[config.mk]
export PLATFORM = sky130hd
export DESIGN_NAME = mmu_xlate_arbiter
export DESIGN_NICKNAME = d
export VERILOG_FILES = /design/src/rtl/mmu_xlate_arbiter.sv
export SDC_FILE = /design/constraint.sdc
export NUM_CORES = 1
export LEC_CHECK = 0
export BUFFER_PORTS_ARGS = -buffer_cell sky130_fd_sc_hd__buf_4
export CAP_MARGIN = 30
export CORE_MARGIN = 2
export CORE_UTILIZATION = 42
export CTS_BUF_LIST = sky130_fd_sc_hd__clkbuf_4 sky130_fd_sc_hd__clkbuf_8
export DETAILED_ROUTE_END_ITERATION = 8
export GPL_ROUTABILITY_DRIVEN = 1
export GPL_TIMING_DRIVEN = 0
export PLACE_DENSITY = 0.78
export SYNTH_ARGS = -nofsm -noshare
export SYNTH_HDL_FRONTEND = slang
export SYNTH_SLANG_ARGS = --single-unit
[constraint.sdc]
create_clock -name clk -period 2.7 [get_ports clk]
set_input_delay 0.54 -clock clk [delete_from_list [all_inputs] [get_ports clk]]
set_output_delay 0.54 -clock clk [all_outputs]
set_load 0.005 [all_outputs]
[src/rtl/mmu_xlate_arbiter.sv]
// Arbitrates inst/data translation requests onto one fixed-segment translator with a
// one-entry output buffer. Optional inst starvation guard: define MMU_ARB_FAIRNESS_EN.
module mmu_xlate_arbiter #(
    parameter int unsigned STARVE_LIMIT = 4,
    parameter int unsigned CNT_W        = 3
) (
    input  logic        clk,
    input  logic        rst,
    input  logic        inst_req_valid,
    output logic        inst_req_ready,
    input  logic [31:0] inst_vaddr,
    input  logic        data_req_valid,
    output logic        data_req_ready,
    input  logic [31:0] data_vaddr,
    input  logic        data_wr,
    input  logic        flush,
    output logic        out_valid,
    input  logic        out_ready,
    output logic [31:0] out_paddr,
    output logic        out_uncached,
    output logic        out_src,
    output logic        out_wr
);

    localparam int unsigned AW = 32;
    localparam logic [AW-1:0] KSEG0_BASE = 32'h8000_0000;
    localparam logic [AW-1:0] KSEG1_BASE = 32'hA000_0000;
    localparam logic [AW-1:0] KSEG2_BASE = 32'hC000_0000;

    typedef enum logic {EMPTY = 1'b0, FULL = 1'b1} state_t;

    state_t        state, state_nxt;
    logic          can_accept;
    logic          grant_data;
    logic          grant_inst;
    logic          accept;
    logic          force_inst;
    logic [AW-1:0] sel_vaddr;
    logic [AW-1:0] xl_paddr;
    logic          xl_uncached;

    if (STARVE_LIMIT < 1 || STARVE_LIMIT > (2 ** CNT_W) - 1) begin : g_bad_cfg
        $error("STARVE_LIMIT must be >= 1 and fit in CNT_W bits");
    end

`ifdef MMU_ARB_FAIRNESS_EN
    logic [CNT_W-1:0] starve_cnt;

    assign force_inst = (starve_cnt == CNT_W'(STARVE_LIMIT));

    // Counts consecutive cycles inst waited; saturates at the limit.
    always_ff @(posedge clk or posedge rst) begin
        if (rst) begin
            starve_cnt <= '0;
        end else if (!inst_req_valid || inst_req_ready) begin
            starve_cnt <= '0;
        end else if (!force_inst) begin
            starve_cnt <= starve_cnt + CNT_W'(1);
        end
    end
`else
    assign force_inst = 1'b0;
`endif

    // State register
    always_ff @(posedge clk or posedge rst) begin
        if (rst) begin
            state <= EMPTY;
        end else begin
            state <= state_nxt;
        end
    end

    // Next-state logic; flush dominates everything
    always_comb begin
        state_nxt = state;
        if (flush) begin
            state_nxt = EMPTY;
        end else if (accept) begin
            state_nxt = FULL;
        end else if (state == FULL && out_ready) begin
            state_nxt = EMPTY;
        end
    end

    // Output/grant logic: readies depend on the other side's valid, never on a loop
    always_comb begin
        can_accept     = ~flush & ((state == EMPTY) | out_ready);
        grant_data     = data_req_valid & ~(force_inst & inst_req_valid);
        grant_inst     = inst_req_valid & ~grant_data;
        data_req_ready = can_accept & grant_data;
        inst_req_ready = can_accept & grant_inst;
        accept         = data_req_ready | inst_req_ready;
    end

    // Fixed-segment translation of the granted address
    always_comb begin
        sel_vaddr   = grant_data ? data_vaddr : inst_vaddr;
        xl_paddr    = sel_vaddr;
        xl_uncached = 1'b0;
        if (sel_vaddr >= KSEG1_BASE && sel_vaddr < KSEG2_BASE) begin
            xl_paddr    = sel_vaddr - KSEG1_BASE;
            xl_uncached = 1'b1;
        end else if (sel_vaddr >= KSEG0_BASE && sel_vaddr < KSEG1_BASE) begin
            xl_paddr = sel_vaddr - KSEG0_BASE;
        end
    end

    // Output buffer payload, loaded only on accept so it holds during stalls
    always_ff @(posedge clk or posedge rst) begin
        if (rst) begin
            out_paddr    <= '0;
            out_uncached <= 1'b0;
            out_src      <= 1'b0;
            out_wr       <= 1'b0;
        end else if (accept) begin
            out_paddr    <= xl_paddr;
            out_uncached <= xl_uncached;
            out_src      <= grant_data;
            out_wr       <= grant_data & data_wr;
        end
    end

    assign out_valid = (state == FULL);

endmodule

# Yosys cells after proc, flatten, opt, wreduce, memory -nomap -nowiden
# Cells that the tools add are included.
# Widths: inputs -> output; s select.
[word_totals] reg_bits=36 out_inout_bits=38 wordCells=32 input_bits=71
[op_classes] bitwise=10 add_sub_neg=2 mux=7 reduce_logical=4 order_cmp=4
[op_table] op="$mux 32" count=3
[op_table] op="$ge 32x32->1 const B" count=2
[op_table] op="$lt 32x32->1 const B" count=2
[op_table] op="$sub 32x32->32 const B" count=2
[op_table] op="$and 1x1->1" count=5
[op_table] op="$mux 1" count=4
[op_table] op="$logic_and 1x1->1" count=3
[op_table] op="$not 1->1" count=3
[op_table] op="$reduce_bool 3->1" count=1
[op_table] op="$or 1x1->1" count=2

# Longest topological paths before layout
# Gate-level depths: netlist of the first run.
[depth] word_depth=7 mapped_depth=7 ltp_nobuf=6

# Least setup slack after synthesis of the first run
# No wires, ideal clock.
[synth_timing] path_type="input to output" start="input data_req_valid" end="output inst_req_ready" required_time_ns=2.160 arrival_time_ns=1.106 stages=4 setup_slack_ns=1.054 n_path_buf=3 cell_sequence="buf_6 -> buf_6 -> buf_2 -> nor2_1"
[synth_between] elab_chain_len=3
[synth_lines] item="start, declared" line_no="12" text="input logic data_req_valid,"
[synth_lines] item="$not 1->1" line_no="90" text="grant_inst = inst_req_valid & ~grant_data;"
[synth_lines] item="$and 1x1->1" line_no="90"
[synth_lines] item="$and 1x1->1" line_no="92" text="inst_req_ready = can_accept & grant_inst;"
[synth_lines] item="end, declared" line_no="10" text="output logic inst_req_ready,"
# No other way between the ends.

# Worst setup path after layout of the first run
# Ends and elaborated chain as after synthesis.

==> metrics.cfg, run 1 <==
[detailed_routing]
post_drt_wl_per_cell_um = 15.3
dr_total_vias = 1927
drc = 0
wirelength_mm = 5.55
viasPerCell = 5.29
drt_iter0_markers = 84
dr.pass1.iters = 4
antenna_left = 0

[timing]
post-route-period-util = 0.695
slew_headroom = 0.596
finalClockSkew_ns = 0.00630
fmax_mhz = 533
setup_viol = 0
rsz0062_at_grt = false
final.min_clock_period_ns = 1.88
setup_ws_ns = 0.825
tightestPinTransition_ns = 0.605
slew_violations = 0
fin_tns_setup_ns = 0
hold_violations = 0

[floorplanning]
rows = 24
die_w_um = 71.5
fp.coreArea_um2 = 4380
fp.dieH_um = 71.5
start_util = 0.437
dieArea_um2 = 5120
ios = 109

[placed_design]
dpl_worst_slack_ns = 0.788
port_buffers = 107
placed_area_um2 = 2810
dp_hpwl_mm = 4.43
place_congestion = 0.802

[power]
clkPwrFrac = 0.315
cellPowerDensity_nw_per_um2 = 558
p_int_mw = 1.21
seq_power_share = 0.412
p_sw_uw = 431
max-vdd-ir-drop_v = 0.000268
swShare = 0.263
comb_power_share = 0.273
p_leak_nw = 1.45

[cells_and_area]
fin_nets = 384
drive_gt1_frac = 0.417
final_area_um2 = 2940
seq_area_um2 = 901
multi_input_comb_area_um2 = 935
antenna_cells = 0
final_common_cell = buf_4
fill_cells = 376
layout_common_cells = buf_4 (107), dfrtp_1 (36), nor2_1 (34)
syn_to_final_growth_pct = 53.4

[clock_tree]
clk_latency_ns = 0.29
cts_buffer_depth = 2
numCtsBuffers = 5
clk_pin_slew_worst_paths_ns = 0.07
cts_tree = done
ctsHoldBuffers = 0
cts_resized = 0
cts_root_buf = clkbuf_8
cts_setup_buffers = 0
htreeDepth = 2
cts_sinks = 36

[critical_path]
crit_type = input port to primary output
worst_ep_required_time_ns = 2.16
reg2reg_slack_ns = 1.12
r2r_end = out_paddr[29]$_DFFE_PP0P_
crit_arrival_ns = 1.34
r2r-start = out_valid$_DFFE_PP0P_
startpoint_type = input port
crit_path_max_fanout = 10
cp-end-kind = primary output
worst-r2r-cell-count = 5

[hold_path]
min_path_type = input port to async pin

[yosys]
yosysWarningCount = 0
avgSynthCellArea_um2 = 9.77
seq_area_frac_synth = 0.470
synthesis.nets = 269
ys_types = 29
syn_area_um2 = 1920
ys_ff_latch = 36
syn_inst = 196

[job]
drv_cap = 0

[global_routing]
overflow = 0
grt_first_pass_wirelength_mm = 9.16
antenna_found_initial = 0
grt.total_usage = 0.232
grt_pass1_vias = 1904
grt_max_degree = 24

[run_status]
outcome = finished, final reports clean

## synthesized netlist by cell type, drive strengths merged
master | instances | area share
a21o | 1 | 0.0039
a21oi | 33 | 0.086
a22o | 1 | 0.0046
a31oi | 2 | 0.0065
and2 | 1 | 0.0033
and3 | 1 | 0.0033
buf | 9 | 0.030
clkbuf | 3 | 0.0059
dfrtp | 36 | 0.47
ha | 2 | 0.013
inv | 3 | 0.0059
mux2 | 1 | 0.0059
mux2i | 33 | 0.17
nand2 | 4 | 0.0078
nand2b | 2 | 0.0065
nand3 | 3 | 0.0078
nand4 | 5 | 0.020
nor2 | 34 | 0.067
nor2b | 1 | 0.0033
nor3 | 3 | 0.010
nor4 | 11 | 0.039
nor4b | 1 | 0.0078
o21ai | 4 | 0.010
o32ai | 1 | 0.0046
xor2 | 1 | 0.0046
## worst max-delay path, stage by stage
cell,delay (ns)
buf_6,0.10
buf_6,0.14
buf_2,0.32
nor2_1,0.10
buf_4,0.14
## how the worst max path moves through the flow
| stage | from | end | slack [ns] | cells past startpoint |
|---|---|---|---|---|
| floorplan | data_req_valid | inst_req_ready | 1.05 | 4 |
| global placement | data_vaddr[18] | out_paddr[29]$_DFFE_PP0P_ | 0.80 | 6 |
| detailed placement | data_vaddr[18] | out_paddr[29]$_DFFE_PP0P_ | 0.79 | 6 |
| CTS | data_req_valid | inst_req_ready | 0.83 | 5 |
| global route | out_valid$_DFFE_PP0P_ | data_req_ready | 0.75 | 4 |
| finish | data_req_valid | inst_req_ready | 0.82 | 5 |
## stage by stage
step | cells | hold WS, ns | utilization | total power, mW
finish | 364 | 0.318 | 0.670 | 1.64
CTS | 364 | 0.342 | 0.670 | 1.65
global route | 364 | 0.376 | 0.670 | 1.74
floorplan | 196 | 0.474 | - | 0.855
detailed placement | 356 | 0.487 | 0.641 | 1.14
global placement | 355 | 0.472 | 0.635 | 1.12
## registers in the layout (all words and copies together) (netlist names)
| register | cells |
|---|---|
| out_valid | 1 |
| out_src | 1 |
| out_paddr | 32 |
| out_wr | 1 |
| out_uncached | 1 |
## kinds of logic (layout without fill, tap and decap cells)
| logic type | after synthesis | after routing | share of synthesized area |
|---|---|---|---|
| and+or+nand+nor | 66 | 66 | 0.176 |
| AOI/OAI and AO/OA | 42 | 42 | 0.116 |
| DFF | 36 | 36 | 0.470 |
| muxes | 34 | 34 | 0.178 |
| buffers and inverters | 15 | 131 | 0.0418 |
| adders and majority gates | 2 | 2 | 0.0131 |
| xor gates and xnor gates | 1 | 1 | 0.00457 |
## final cells by class
class,count,area share
well taps,52,0.0221
multi-input cells,145,0.318
clock inverters,1,0.0102
clock buffers,7,0.0328
flip-flops and latches,36,0.307
plain buffers,12,0.0234
inverters,3,0.00383
repair buffers,108,0.283
## power groups by stage
stage	clock, mW	sequential [mW]	combinational (mW)
6_report	0.517	0.675	0.448
5_1_grt	0.554	0.688	0.493
4_1_cts	0.522	0.675	0.453
3_5_place_dp	0	0.684	0.452
3_3_place_gp	0	0.682	0.439
2_1_floorplan	0	0.688	0.167
## layer usage
layer  global-route usage  vias to the layer above  routed length [um]
met5                    0                        -                   0
met4               0.0713                        0                  97
met3               0.0647                       12                 515
met2                0.362                       76                2600
met1                0.315                      898                2340
li1                     -                      941                   -
Power figures use the tool's default switching activity.
==> run 2, diff against run 1 <==
ABC_AREA = 1   (was not set)
PLACE_DENSITY = 0.75   (was 0.78)
clock period = 1.8 ns   (was 2.7 ns; I/O delays follow)
==> run 2 against run 1 <==
Design area rose by 9.9%. Sequential power rose by 56%. Core utilization fell by 3.4 points. Sequential share of layout area fell by 2.8 points. Hold slack got worse by 0.16 ns. Routed wire length rose by 9.8%.
==> metrics.cfg, run 2 <==
[critical_path]
r2r-start = out_valid$_DFFE_PP0P_
r2r_end = out_paddr[14]$_DFFE_PP0P_
worst-r2r-cell-count = 6  ; +1
crit_arrival_ns = 1.82  ; +0.48 ns
crit_path_start = data_req_valid
crit_path_max_fanout = 10  ; unchanged
cp-endpoint = out_paddr[29]$_DFFE_PP0P_
startpoint_type = input port
cp-end-kind = flip-flop
worst_ep_required_time_ns = 1.97  ; -0.19 ns
crit_type = input port to flip-flop
reg2reg_slack_ns = 0.22  ; -0.90 ns

[timing]
fin_worst_hold_slack_ns = 0.157  ; -0.160 ns
post-route-period-util = 0.917
rsz0062_at_grt = false
slew_violations = 0  ; unchanged
setup_viol = 0  ; unchanged
finalClockSkew_ns = 0.00399  ; -0.00230 ns
tightestPinTransition_ns = 0.614  ; +0.00915 ns
final.min_clock_period_ns = 1.65
fmax_mhz = 606
hold_violations = 0  ; unchanged
slew_headroom = 0.590  ; -0.00611

[yosys]
synthesis.nets = 399  ; +48%
ys_top_cells_by_count = nand2_1 (146), inv_1 (61), dfrtp_1 (36)
seq_area_frac_synth = 0.413  ; -0.0574
syn_area_um2 = 2180  ; +14%
yosysWarningCount = 0  ; unchanged
netlist.area_leader.share = 0.413  ; -0.0574
synthFlopType = dfrtp_1
ys_ff_latch = 36  ; unchanged
syn_inst = 326  ; +66%
async_flop_share = 1.00  ; unchanged
netlist_top_cells_area = dfrtp_1 (41%), nand2_1 (25%), inv_1 (10%)
ys_types = 24  ; -17%
yosysMostFrequentCell = nand2_1
avgSynthCellArea_um2 = 6.69  ; -32%
synth-edff-count = 0  ; unchanged
yosys.area.top_type = dfrtp_1

[clock_tree]
cts_setup_buffers = 0  ; unchanged
cts_buffer_depth = 2  ; unchanged
cts_tree = done
cts_sinks = 36  ; unchanged
numCtsBuffers = 5  ; unchanged
cts_resized = 0  ; unchanged
clk_pin_slew_worst_paths_ns = 0.07  ; about the same
clk_latency_ns = 0.28  ; about the same
cts_root_buf = clkbuf_8
htreeDepth = 2  ; unchanged
ctsHoldBuffers = 0  ; unchanged

[detailed_routing]
drc = 0  ; unchanged
viasPerCell = 4.41  ; -17%
dr.pass1.iters = 4  ; unchanged
wirelength_mm = 6.10  ; +9.8%
drt_iter0_markers = 130  ; +55%
post_drt_wl_per_cell_um = 11.9  ; -22%
antenna_left = 0  ; unchanged
dr_total_vias = 2266  ; +18%

[cells_and_area]
final_area_um2 = 3230  ; +9.9%
fill_cells = 473  ; +26%
fin_nets = 516  ; +34%
drive_gt1_frac = 0.315  ; -0.101
antenna_cells = 0  ; unchanged
syn_to_final_growth_pct = 48.0
final_common_cell = nand2_1
largest_reg_flops = 32  ; unchanged
stdcell_count = 514  ; +41%
layout_common_cells = nand2_1 (146), buf_4 (109), inv_1 (61)
regMostFlops = out_paddr

[global_routing]
overflow = 0  ; unchanged
grt_first_pass_wirelength_mm = 10.0  ; +9.3%
grt_max_degree = 24  ; unchanged
grt_pass1_vias = 2110  ; +11%
grt.total_usage = 0.215  ; -0.0164
antenna_found_initial = 0  ; unchanged

[power]
max-vdd-ir-drop_v = 0.000396  ; +48%
cellPowerDensity_nw_per_um2 = 757  ; +36%
p_leak_nw = 1.94  ; +34%
p_total_mw = 2.45  ; +49%

[floorplanning]
start_util = 0.430  ; -0.00695
die_w_um = 76.1  ; +6.4%
rows = 26  ; +8.3%
fp.coreArea_um2 = 5070  ; +16%
dieArea_um2 = 5790  ; +13%
ios = 109  ; unchanged
fp.dieH_um = 76.1  ; +6.4%

[run_status]
outcome = finished, final reports clean

[placed_design]
place_inst = 504  ; +42%
dp_hpwl_mm = 4.75  ; +7.4%
port_buffers = 107  ; unchanged
placed_area_um2 = 3120  ; +11%
place_congestion = 0.897  ; +12%

[hold_path]
min_path_type = input port to async pin

[job]
drv_cap = 0  ; unchanged

==> run 2: changes by cell type after synthesis, moves of 3 or more <==
cell and change:
nand2_1 +142, inv_1 +58, mux2i_1 -32, a21oi_1 -31
o21ai_0 +24, nor2_1 -18, nor4_1 -10, buf_6 +4
nand2_2 +4, nand4_1 -4, buf_2 -3
==> run 2: how the worst min path moves through the flow <==
stage,from,endpoint,slack (ns),depth (start not counted)
finish,rst,out_paddr[14]$_DFFE_PP0P_,0.16,2
global route,rst,out_paddr[14]$_DFFE_PP0P_,0.20,2
CTS,rst,out_paddr[11]$_DFFE_PP0P_,0.18,2
detailed placement,out_src$_DFFE_PP0P_,out_src$_DFFE_PP0P_,0.46,2
global placement,out_src$_DFFE_PP0P_,out_src$_DFFE_PP0P_,0.46,2
floorplan,out_src$_DFFE_PP0P_,out_src$_DFFE_PP0P_,0.46,2
==> run 2: cells by family after synthesis <==
| kind of cell | synth area share |
|---|---|
| simple gates | 0.315 |
| buf+inv | 0.165 |
| compound gates | 0.0872 |
| flops | 0.413 |
| fa+ha+maj | 0.0115 |
| xor+xnor | 0.00401 |
| mux | 0.00459 |
==> run 2: stage by stage <==
step            util  setup WS (ns)  TNS, ns
2_1_floorplan      -        0.00242        0
3_3_place_gp   0.609         -0.177   -0.583
3_5_place_dp   0.614         -0.191   -0.709
4_1_cts        0.633         0.0995        0
5_1_grt        0.636        0.00363        0
6_report       0.636          0.149        0
==> run 2: critical path, stage by stage <==
cell     delay, ns
buf_8         0.13
inv_8         0.04
buf_12        0.14
or2_1         0.21
o21ai_2       0.08
inv_2         0.07
ha_1          0.17
nand3_1       0.08
nor2_1        0.05
nand2_1       0.05
nor2_1        0.04
nand2_1       0.09
nand2_2       0.07
nand2_2       0.09
nand2_1       0.05
nand2_1       0.05
nand2_1       0.05
==> run 2: power by group <==
| part | internal, mW | total [mW] | leakage [nW] | switching [mW] |
|---|---|---|---|---|
| registers | 0.962 | 1.05 | 0.437 | 0.0877 |
| logic | 0.430 | 0.782 | 1.46 | 0.351 |
| clock network | 0.342 | 0.614 | 0.0523 | 0.272 |
| total | 1.73 | 2.45 | 1.94 | 0.711 |
==> run 2: cell type report <==
type / instances / area (um2) / area share
buffer: 13 / 119 / 0.0368
clock buffer: 8 / 97.6 / 0.0302
inverter: 63 / 244 / 0.0756
sequential: 36 / 901 / 0.279
timing repair buffer: 110 / 846 / 0.262
multi-input combinational: 214 / 935 / 0.289
tap: 70 / 87.6 / 0.0271
==> run 2: routing by layer <==
| layer | track usage | up-vias | routed length, um |
|---|---|---|---|
| li1 | - | 1192 | - |
| met1 | 0.289 | 998 | 2660 |
| met2 | 0.354 | 70 | 3030 |
| met3 | 0.0569 | 6 | 350 |
| met4 | 0.0418 | 0 | 57 |
| met5 | 0 | - | 0 |
